$ cat config.mk
export PLATFORM = sky130hd
export DESIGN_NAME = mdiv_host_seq_flat
export DESIGN_NICKNAME = d
export VERILOG_FILES = /design/src/rtl/mdiv_host_seq_if.sv /design/src/rtl/mdiv_host_seq.sv /design/src/flat_wrapper.sv
export SDC_FILE = /design/constraint.sdc
export NUM_CORES = 1
export LEC_CHECK = 0
export ABC_AREA = 1
export BUFFER_PORTS_ARGS = -buffer_cell sky130_fd_sc_hd__clkbuf_2
export CAP_MARGIN = 15
export CORE_MARGIN = 4
export CORE_UTILIZATION = 33
export DETAILED_ROUTE_END_ITERATION = 8
export PLACE_DENSITY_LB_ADDON = 0.25
export REMOVE_ABC_BUFFERS = 1
export SLEW_MARGIN = 20
export SYNTH_ARGS = -nofsm -noshare
export SYNTH_HDL_FRONTEND = slang
export SYNTH_SLANG_ARGS = --single-unit
$ cat constraint.sdc
create_clock -name clk -period 2.48 [get_ports clk]
set_clock_uncertainty 0.15 [all_clocks]
set_input_delay 0.496 -clock clk [delete_from_list [all_inputs] [get_ports clk]]
set_output_delay 0.496 -clock clk [all_outputs]
set_load 0.02 [all_outputs]
$ cat src/rtl/mdiv_host_seq_if.sv
// mdiv_host_seq_if: command, operand-in and result-out streams between the host and the sequencer
//   cmd_valid/cmd_ready/cmd_op/cmd_keep_p : command handshake (op 1 = inverse, keep_p 1 = reuse p)
//   in_valid/in_ready/in_data             : 32-bit operand words, least-significant first
//   out_valid/out_ready/out_data          : 32-bit result words, least-significant first
//   modport master = host side, modport slave = sequencer side
interface mdiv_host_seq_if;
    logic        cmd_valid;
    logic        cmd_ready;
    logic        cmd_op;
    logic        cmd_keep_p;
    logic        in_valid;
    logic        in_ready;
    logic [31:0] in_data;
    logic        out_valid;
    logic        out_ready;
    logic [31:0] out_data;
    modport master (
        output cmd_valid, cmd_op, cmd_keep_p, in_valid, in_data, out_ready,
        input  cmd_ready, in_ready, out_valid, out_data
    );
    modport slave (
        input  cmd_valid, cmd_op, cmd_keep_p, in_valid, in_data, out_ready,
        output cmd_ready, in_ready, out_valid, out_data
    );
endinterface

$ cat src/rtl/mdiv_host_seq.sv
// mdiv_host_seq: host-side sequencer for the 256-bit modular inverse/division core
//   clk, rst            : clock, synchronous active-high reset
//   bus (slave)         : command / operand / result streams
//   busy, err           : command in progress, sticky watchdog error
//   core_*              : all control and data pins of the core
//   Optional watchdog in WAIT enabled by defining MDIV_SEQ_TMO_EN (adds parameter TMO_CYCLES).
module mdiv_host_seq #(
    parameter int WORDS = 8
`ifdef MDIV_SEQ_TMO_EN
    , parameter int TMO_CYCLES = 65535
`endif
) (
    input  logic                clk,
    input  logic                rst,
    mdiv_host_seq_if.slave      bus,
    output logic                busy,
    output logic                err,
    output logic [31:0]         core_datain,
    output logic                core_loada,
    output logic                core_loadb,
    output logic                core_loadp,
    output logic                core_en,
    output logic                core_mode,
    output logic                core_outx1,
    output logic                core_outx2,
    input  logic [31:0]         core_x1out,
    input  logic [31:0]         core_x2out,
    input  logic                core_rdy,
    input  logic                core_flag
);
    localparam int CW = $clog2(WORDS) + 1;
    typedef enum logic [2:0] {IDLE, LOAD_P, LOAD_A, LOAD_B, START, WAIT, READ} state_t;
    state_t         state;
    logic [CW-1:0]  cnt;
    logic           sel;
    logic           mode;
    logic           last;
    logic           loading;
    state_t         nxt;
    assign last    = cnt == CW'(WORDS - 1);
    assign loading = state == LOAD_P || state == LOAD_A || state == LOAD_B;
    // inverse skips the b operand
    assign nxt = state == LOAD_P ? LOAD_A : (state == LOAD_A && !mode) ? LOAD_B : START;
    assign bus.cmd_ready = state == IDLE;
    assign bus.in_ready  = loading;
    assign bus.out_valid = state == READ;
    assign bus.out_data  = sel ? core_x2out : core_x1out;
    assign busy          = state != IDLE;
    assign core_datain   = bus.in_data;
    assign core_mode     = mode;
    // strobes are gated by rst so an abort issues no further core strobes in the reset cycle
    assign core_loadp = !rst && state == LOAD_P && bus.in_valid;
    assign core_loada = !rst && state == LOAD_A && bus.in_valid;
    assign core_loadb = !rst && state == LOAD_B && bus.in_valid;
    assign core_en    = !rst && state == START;
    assign core_outx1 = !rst && state == READ && bus.out_ready && !sel;
    assign core_outx2 = !rst && state == READ && bus.out_ready && sel;
`ifdef MDIV_SEQ_TMO_EN
    localparam int TW = $clog2(TMO_CYCLES + 1);
    logic [TW-1:0] tmo;
`else
    assign err = 1'b0;
`endif
    always_ff @(posedge clk) begin
        if (rst) begin
            state <= IDLE;
            cnt   <= '0;
            sel   <= 1'b0;
            mode  <= 1'b0;
`ifdef MDIV_SEQ_TMO_EN
            tmo   <= '0;
            err   <= 1'b0;
`endif
        end else begin
            case (state)
                IDLE: if (bus.cmd_valid) begin
                    mode  <= bus.cmd_op;
                    state <= bus.cmd_keep_p ? LOAD_A : LOAD_P;
                end
                LOAD_P, LOAD_A, LOAD_B: if (bus.in_valid) begin
                    cnt <= last ? '0 : cnt + 1'b1;
                    if (last) state <= nxt;
                end
                START: state <= WAIT;
                WAIT: begin
                    if (core_rdy) begin
                        sel   <= core_flag;
                        state <= READ;
                    end
`ifdef MDIV_SEQ_TMO_EN
                    tmo <= core_rdy ? '0 : tmo + 1'b1;
                    if (!core_rdy && tmo == TW'(TMO_CYCLES - 1)) begin
                        err   <= 1'b1;
                        tmo   <= '0;
                        state <= IDLE;
                    end
`endif
                end
                READ: if (bus.out_ready) begin
                    cnt <= last ? '0 : cnt + 1'b1;
                    if (last) state <= IDLE;
                end
                default: state <= IDLE;
            endcase
        end
    end
endmodule

$ cat src/flat_wrapper.sv
// flat-port wrapper written by rule: the top's interface ports become plain ports
module mdiv_host_seq_flat 
#(
    parameter int WORDS = 8

)
  (clk, rst, busy, err, core_datain, core_loada, core_loadb, core_loadp, core_en, core_mode, core_outx1, core_outx2, core_x1out, core_x2out, core_rdy, core_flag, bus_cmd_valid, bus_cmd_op, bus_cmd_keep_p, bus_in_valid, bus_in_data, bus_out_ready, bus_cmd_ready, bus_in_ready, bus_out_valid, bus_out_data);
  mdiv_host_seq_if bus_i ();
  input  logic clk;
  input  logic rst;
  output logic busy;
  output logic err;
  output logic [31:0] core_datain;
  output logic core_loada;
  output logic core_loadb;
  output logic core_loadp;
  output logic core_en;
  output logic core_mode;
  output logic core_outx1;
  output logic core_outx2;
  input  logic [31:0] core_x1out;
  input  logic [31:0] core_x2out;
  input  logic core_rdy;
  input  logic core_flag;
  input wire logic [$bits(bus_i.cmd_valid)-1:0] bus_cmd_valid;
  input wire logic [$bits(bus_i.cmd_op)-1:0] bus_cmd_op;
  input wire logic [$bits(bus_i.cmd_keep_p)-1:0] bus_cmd_keep_p;
  input wire logic [$bits(bus_i.in_valid)-1:0] bus_in_valid;
  input wire logic [$bits(bus_i.in_data)-1:0] bus_in_data;
  input wire logic [$bits(bus_i.out_ready)-1:0] bus_out_ready;
  output wire logic [$bits(bus_i.cmd_ready)-1:0] bus_cmd_ready;
  output wire logic [$bits(bus_i.in_ready)-1:0] bus_in_ready;
  output wire logic [$bits(bus_i.out_valid)-1:0] bus_out_valid;
  output wire logic [$bits(bus_i.out_data)-1:0] bus_out_data;
  assign bus_i.cmd_valid = bus_cmd_valid;
  assign bus_i.cmd_op = bus_cmd_op;
  assign bus_i.cmd_keep_p = bus_cmd_keep_p;
  assign bus_i.in_valid = bus_in_valid;
  assign bus_i.in_data = bus_in_data;
  assign bus_i.out_ready = bus_out_ready;
  assign bus_cmd_ready = bus_i.cmd_ready;
  assign bus_in_ready = bus_i.in_ready;
  assign bus_out_valid = bus_i.out_valid;
  assign bus_out_data = bus_i.out_data;
  mdiv_host_seq #(.WORDS(WORDS)) u_core (.clk(clk), .rst(rst), .bus(bus_i), .busy(busy), .err(err), .core_datain(core_datain), .core_loada(core_loada), .core_loadb(core_loadb), .core_loadp(core_loadp), .core_en(core_en), .core_mode(core_mode), .core_outx1(core_outx1), .core_outx2(core_outx2), .core_x1out(core_x1out), .core_x2out(core_x2out), .core_rdy(core_rdy), .core_flag(core_flag));
endmodule
# After elaboration in Yosys (flattened, before gate mapping)
# Cells that the tools add are included.
dict set report word_totals {
  elab_cells 58
  regBits 9
  in_bits 105
}
dict set report op_classes {
  n_reduce_logical 25
  n_eq_ne 13
  add_sub_neg 1
  muxes 15
}
# op count
set op_table {}
lappend op_table {{32-bit two-way mux} 1}
lappend op_table {{3-bit two-way mux} 8}
lappend op_table {{3-bit case mux with 5 select lines} 1}
lappend op_table {{1-bit logical AND} 12}
lappend op_table {{4-bit two-way mux} 3}
lappend op_table {{3-bit equality test, second input constant} 3}
lappend op_table {{2-bit inequality test, second input constant} 4}
lappend op_table {{4-bit case mux with 2 select lines} 1}
lappend op_table {{3-bit by 2-bit equality test with 1-bit output, second input constant} 2}
lappend op_table {{6-bit AND reduction} 1}
lappend op_table {{4-bit by 1-bit adder with 4-bit output, second input constant} 1}
lappend op_table {{4-bit by 3-bit equality test with 1-bit output, second input constant} 1}
lappend op_table {{2-bit by 1-bit inequality test with 1-bit output, second input constant} 2}
lappend op_table {{2-bit AND reduction} 2}
lappend op_table {{3-bit by 1-bit equality test with 1-bit output, second input constant} 1}
lappend op_table {{1-bit logical NOT} 3}
lappend op_table {{3-bit logical NOT} 1}
lappend op_table {{3-bit AND reduction} 1}
lappend op_table {{3-bit nonzero test} 1}
lappend op_table {{3-bit OR reduction} 1}
lappend op_table {{1-bit logical OR} 2}
lappend op_table {{2-bit two-way mux} 1}
lappend op_table {{2-bit nonzero test} 1}

# Logic depth before layout (Yosys ltp)
dict set report depth {
  ltp_word 7
  ltp_mapped 9
}

# Worst setup path before layout
# Ideal clock, no wire load.
dict set report synth_path {
  path_type {input to output}
  start {input port rst}
  end {output port core_loada}
  stages 3
  slack_ps 519
  arrival_ps 1315
  required_ps 1834
  cell_sequence {inv_1 -> nand2_1 -> nor4_1}
}
dict set report synth_between {
  elab_chain_len 3
}
# element line
set synth_lines {}
lappend synth_lines {{from (decl)} flat_wrapper.sv:10} ;# input logic rst;
lappend synth_lines {{1-bit logical NOT} mdiv_host_seq.sv:53} ;# assign core_loada = !rst && state == LOAD_A && bus.in_valid;
lappend synth_lines {{1-bit logical AND (2 in series)} mdiv_host_seq.sv:53}
lappend synth_lines {{to (decl)} flat_wrapper.sv:14} ;# output logic core_loada;
# No other way between the ends.

# Worst setup path in the final report
dict set report layout_path {
  start {register u_core.state[2]}
  end {output port core_outx2}
}
dict set report layout_between {
  elab_chain_len 4
}
# element line
set layout_lines {}
lappend layout_lines {{from (decl)} mdiv_host_seq.sv:33} ;# state_t state;
lappend layout_lines {{from (signal assigned)} mdiv_host_seq.sv:78} ;# state <= bus.cmd_keep_p ? LOAD_A : LOAD_P;
lappend layout_lines {{from (signal assigned)} mdiv_host_seq.sv:82} ;# if (last) state <= nxt;
lappend layout_lines {{3-bit equality test} mdiv_host_seq.sv:57} ;# assign core_outx2 = !rst && state == READ && bus.out_ready && sel;
lappend layout_lines {{1-bit logical AND (3 in series)} mdiv_host_seq.sv:57}
lappend layout_lines {{to (decl)} flat_wrapper.sv:20} ;# output logic core_outx2;
# No other way between the ends.

==> summary.md <==
| Metric | Value |
|---|---|
| Synth Flop Type | `dfxtp_1` |
| Via/cell ratio | `4.51` |
| Async S/R FF share, synth | `0%` |
| Critical Path RT | `1830 ps` |
| CTS tree | `built` |
| FMAX | `455 MHz` |
| Die ar. | `0.00498 mm^2` |
| Skew-Pair Late Insertion Delay | `230 ps` |
| Power per Cell Area | `621 mW/mm^2` |
| Worst R2R End | `u_core.state[2]$_SDFFE_PP0P_` |
| CP Capture Type | `primary output` |
| Part of the power in combinational logic | `62.3%` |
| Antenna violations before repair | `0` |
| Clock share of power | `15.8%` |
| Setup ws final | `282 ps` |
| Cell Area, Synth | `0.00129 mm^2` |
| Simple-gate area share of the yosys netlist | `50.3%` |
| Fillers | `415` |
| Reg2reg start | `u_core.state[2]$_SDFFE_PP0P_` |
| Die extent in y | `70.6 um` |
| CTS H-tree lvls | `1` |
| First-pass GRT wire length | `8650 um` |
| Most common cell after layout, fill and taps aside | `clkbuf_2` |
| Synth unique cells | `25` |
| R2R setup slack | `about 870 ps` |
| Final-report hold violation count | `0` |
| Pin count of the biggest net entering global routing | `34` |
| Crit-path max FO | `12` |
| Remaining DRCs | `0` |
| Clk sinks | `9` |
| Finished Core Util | `45.7%` |
| Pre-Repair DR Iteration Count | `4` |
| Root Driver | `clkbuf_8` |
| Placed inst area | `0.00165 mm^2` |
| Routability cong. | `around 0.9` |
| CP Launch Point | `u_core.state[2]$_SDFFE_PP0P_` |
| Setup crit end | `core_outx2` |
| Final WL | `5720 um` |
| Hold path start | `u_core.cnt[1]$_SDFFE_PP0P_` |
| Outcome | `complete, no violations` |
| Number of cell rows | `22` |
| Sw frac | `50.1%` |
| GRT Total Usage | `22.6%` |
| Crit path time final | `between 2000 and 2500 ps` |
| Largest family of logic cells by synthesized area | `simple AND/OR/NAND/NOR gates` |
| Setup TNS | `0 ps` |
| Initial Util | `34.8%` |
| Num CTS Buffers | `3` |
| Startpoint type of the worst setup path | `flip-flop` |
| Leak pwr | `about 0.0011 uW` |
| Post-synthesis sequential area ratio | `~14%` |
| CTS Hold Bufs | `0` |
| Clk slew on worst S/H paths | `around 40 ps` |
| Avg WL per Cell | `between 15 and 20 um` |
| Post-synth EDFFs | `0` |
| VDD IR max | `0.508 mV` |
| Via count | `between 1500 and 2000` |
| Iteration-0 DRC Markers | `38` |
| Die W | `70.6 um` |
| Post-Synth Adder-Cell Area | `0.968%` |
| Compound-Gate Fraction of Synth Area | `6.10%` |
| Mux cell area share after synthesis | `0%` |
| Warning count from the yosys run | `0` |
| Routed Antenna Nets | `0` |
| Synth Instances | `232` |
| Ant diodes | `0` |
| Synth Register Bits | `9` |
| Max clock buf depth | `2` |
| Nets@finish | `between 400 and 500` |
| Final setup violation count | `0` |
| Max Slew Vio Count | `0` |
| Layout cells sized above 1 | `44.2%` |
| Post-CTS setup buffer count | `0` |
| GRT Residual Overflow | `0` |
| Max_cap viols | `0` |
| Area of the core | `0.00372 mm^2` |
| Kind of critical path | `flip-flop to primary output` |
| Commonest non-fill, non-tap cells in the layout | `clkbuf_2 (115), nand2_1 (114), inv_1 (9), nand3_1 (9), dfxtp_1 (9)` |
| Final period utilization | `approximately 90%` |
| Port buffer count | `115` |
| Switching power | `~530 uW` |
| Area growth syn-to-layout | `31.5%` |
| Via count of the first global-routing pass | `1593` |
| Post-CTS resize count | `0` |
| Dpl ws | `488 ps` |
| Sequential Power Share | `21.9%` |
| Worst Hold Class | `flip-flop to flip-flop` |
| RSZ-0062 raised after global routing | `false` |
| Top Ports | `181` |
| Internal power | `526 uW` |
| Mean Syn Cell Area | `5.57 um^2` |
| Detailed placement HPWL | `around 4900 um` |
| Arrival time worst endpoint | `1550 ps` |
| Reg2reg path depth | `8` |
| Post-synthesis xor/xnor area fraction | `1.36%` |
| Post-Layout Inst Area | `0.00170 mm^2` |
| Fin Hold WS | `between 300 and 400 ps` |
-- power by group through the flow --
stage	Sequential [uW]	Clock, uW	Combinational (uW)
after floorplan	231	0	459
after CTS	230	173	662
after detailed placement	232	0	660
after global routing	239	182	732
final	231	167	658
after global placement	235	0	663
-- critical path, cell delays in order, from the launching register on --
cell	delay [ps]
dfxtp_1	580
nand2_4	70
nor2_2	200
nand3_1	160
nor2_1	120
clkbuf_2	180
-- routing by layer --
layer | global-route usage, % | share of wire [%] | up-vias | wire [um]
met3 | 18.3 | 18 | 4 | 1030
li1 | - | - | 837 | -
met5 | 0 | 0 | - | 0
met1 | 25.2 | 38 | 671 | 2190
met2 | 35.0 | 43 | 112 | 2480
met4 | 2.51 | 0.37 | 0 | 21
-- kinds of logic after synthesis --
logic type / Yosys count
DFF: 9
and+or+nand+nor: 150
buffers and inverters: 56
AOI/OAI and AO/OA: 13
other: 1
xor gates and xnor gates: 2
adders and majority gates: 1
-- cell usage after synthesis (all sizes together), types with 2 or more instances --
master	n	share of area (%)
nand2	122	39
buf	35	21
inv	13	3.8
nor2	12	4.6
dfxtp	9	14
nand3	9	3.5
a21oi	8	4.0
clkbuf	7	2.0
o21ai	4	1.5
nor4	3	1.5
nand4	2	0.97
xor2	2	1.4
-- through the flow --
stage,instances,total power [uW]
floorplan,190,690
detailed placement,356,892
CTS,360,1070
finish,360,1060
global placement,356,897
global route,360,1150
-- worst min path at each step --
stage | to | slack, ps | cells past startpoint
final | u_core.cnt[1]$_SDFFE_PP0P_ | 330 | 2
after global routing | u_core.cnt[1]$_SDFFE_PP0P_ | 370 | 2
after CTS | u_core.cnt[1]$_SDFFE_PP0P_ | 340 | 2
after detailed placement | u_core.core_mode$_SDFFE_PP0P_ | 320 | 2
after global placement | u_core.cnt[1]$_SDFFE_PP0P_ | 320 | 2
after floorplan | u_core.cnt[1]$_SDFFE_PP0P_ | 300 | 2
-- area by class of cell --
type	instances	area (um^2)	share of cell area, %
Sequential cell	9	180	10.6
Clock buffer	4	45.0	2.65
Multi-Input combinational cell	167	763	44.9
Timing Repair Buffer	118	598	35.2
Tap cell	48	60.1	3.53
Inverter	14	52.6	3.09
-- sequential cells by signal, summed over array words and instances, names as in the netlist --
name / flops
u_core.sel: 1
u_core.cnt: 4
u_core.core_mode: 1
u_core.state: 3
Note: power is estimated with default switching activity, not from simulation.
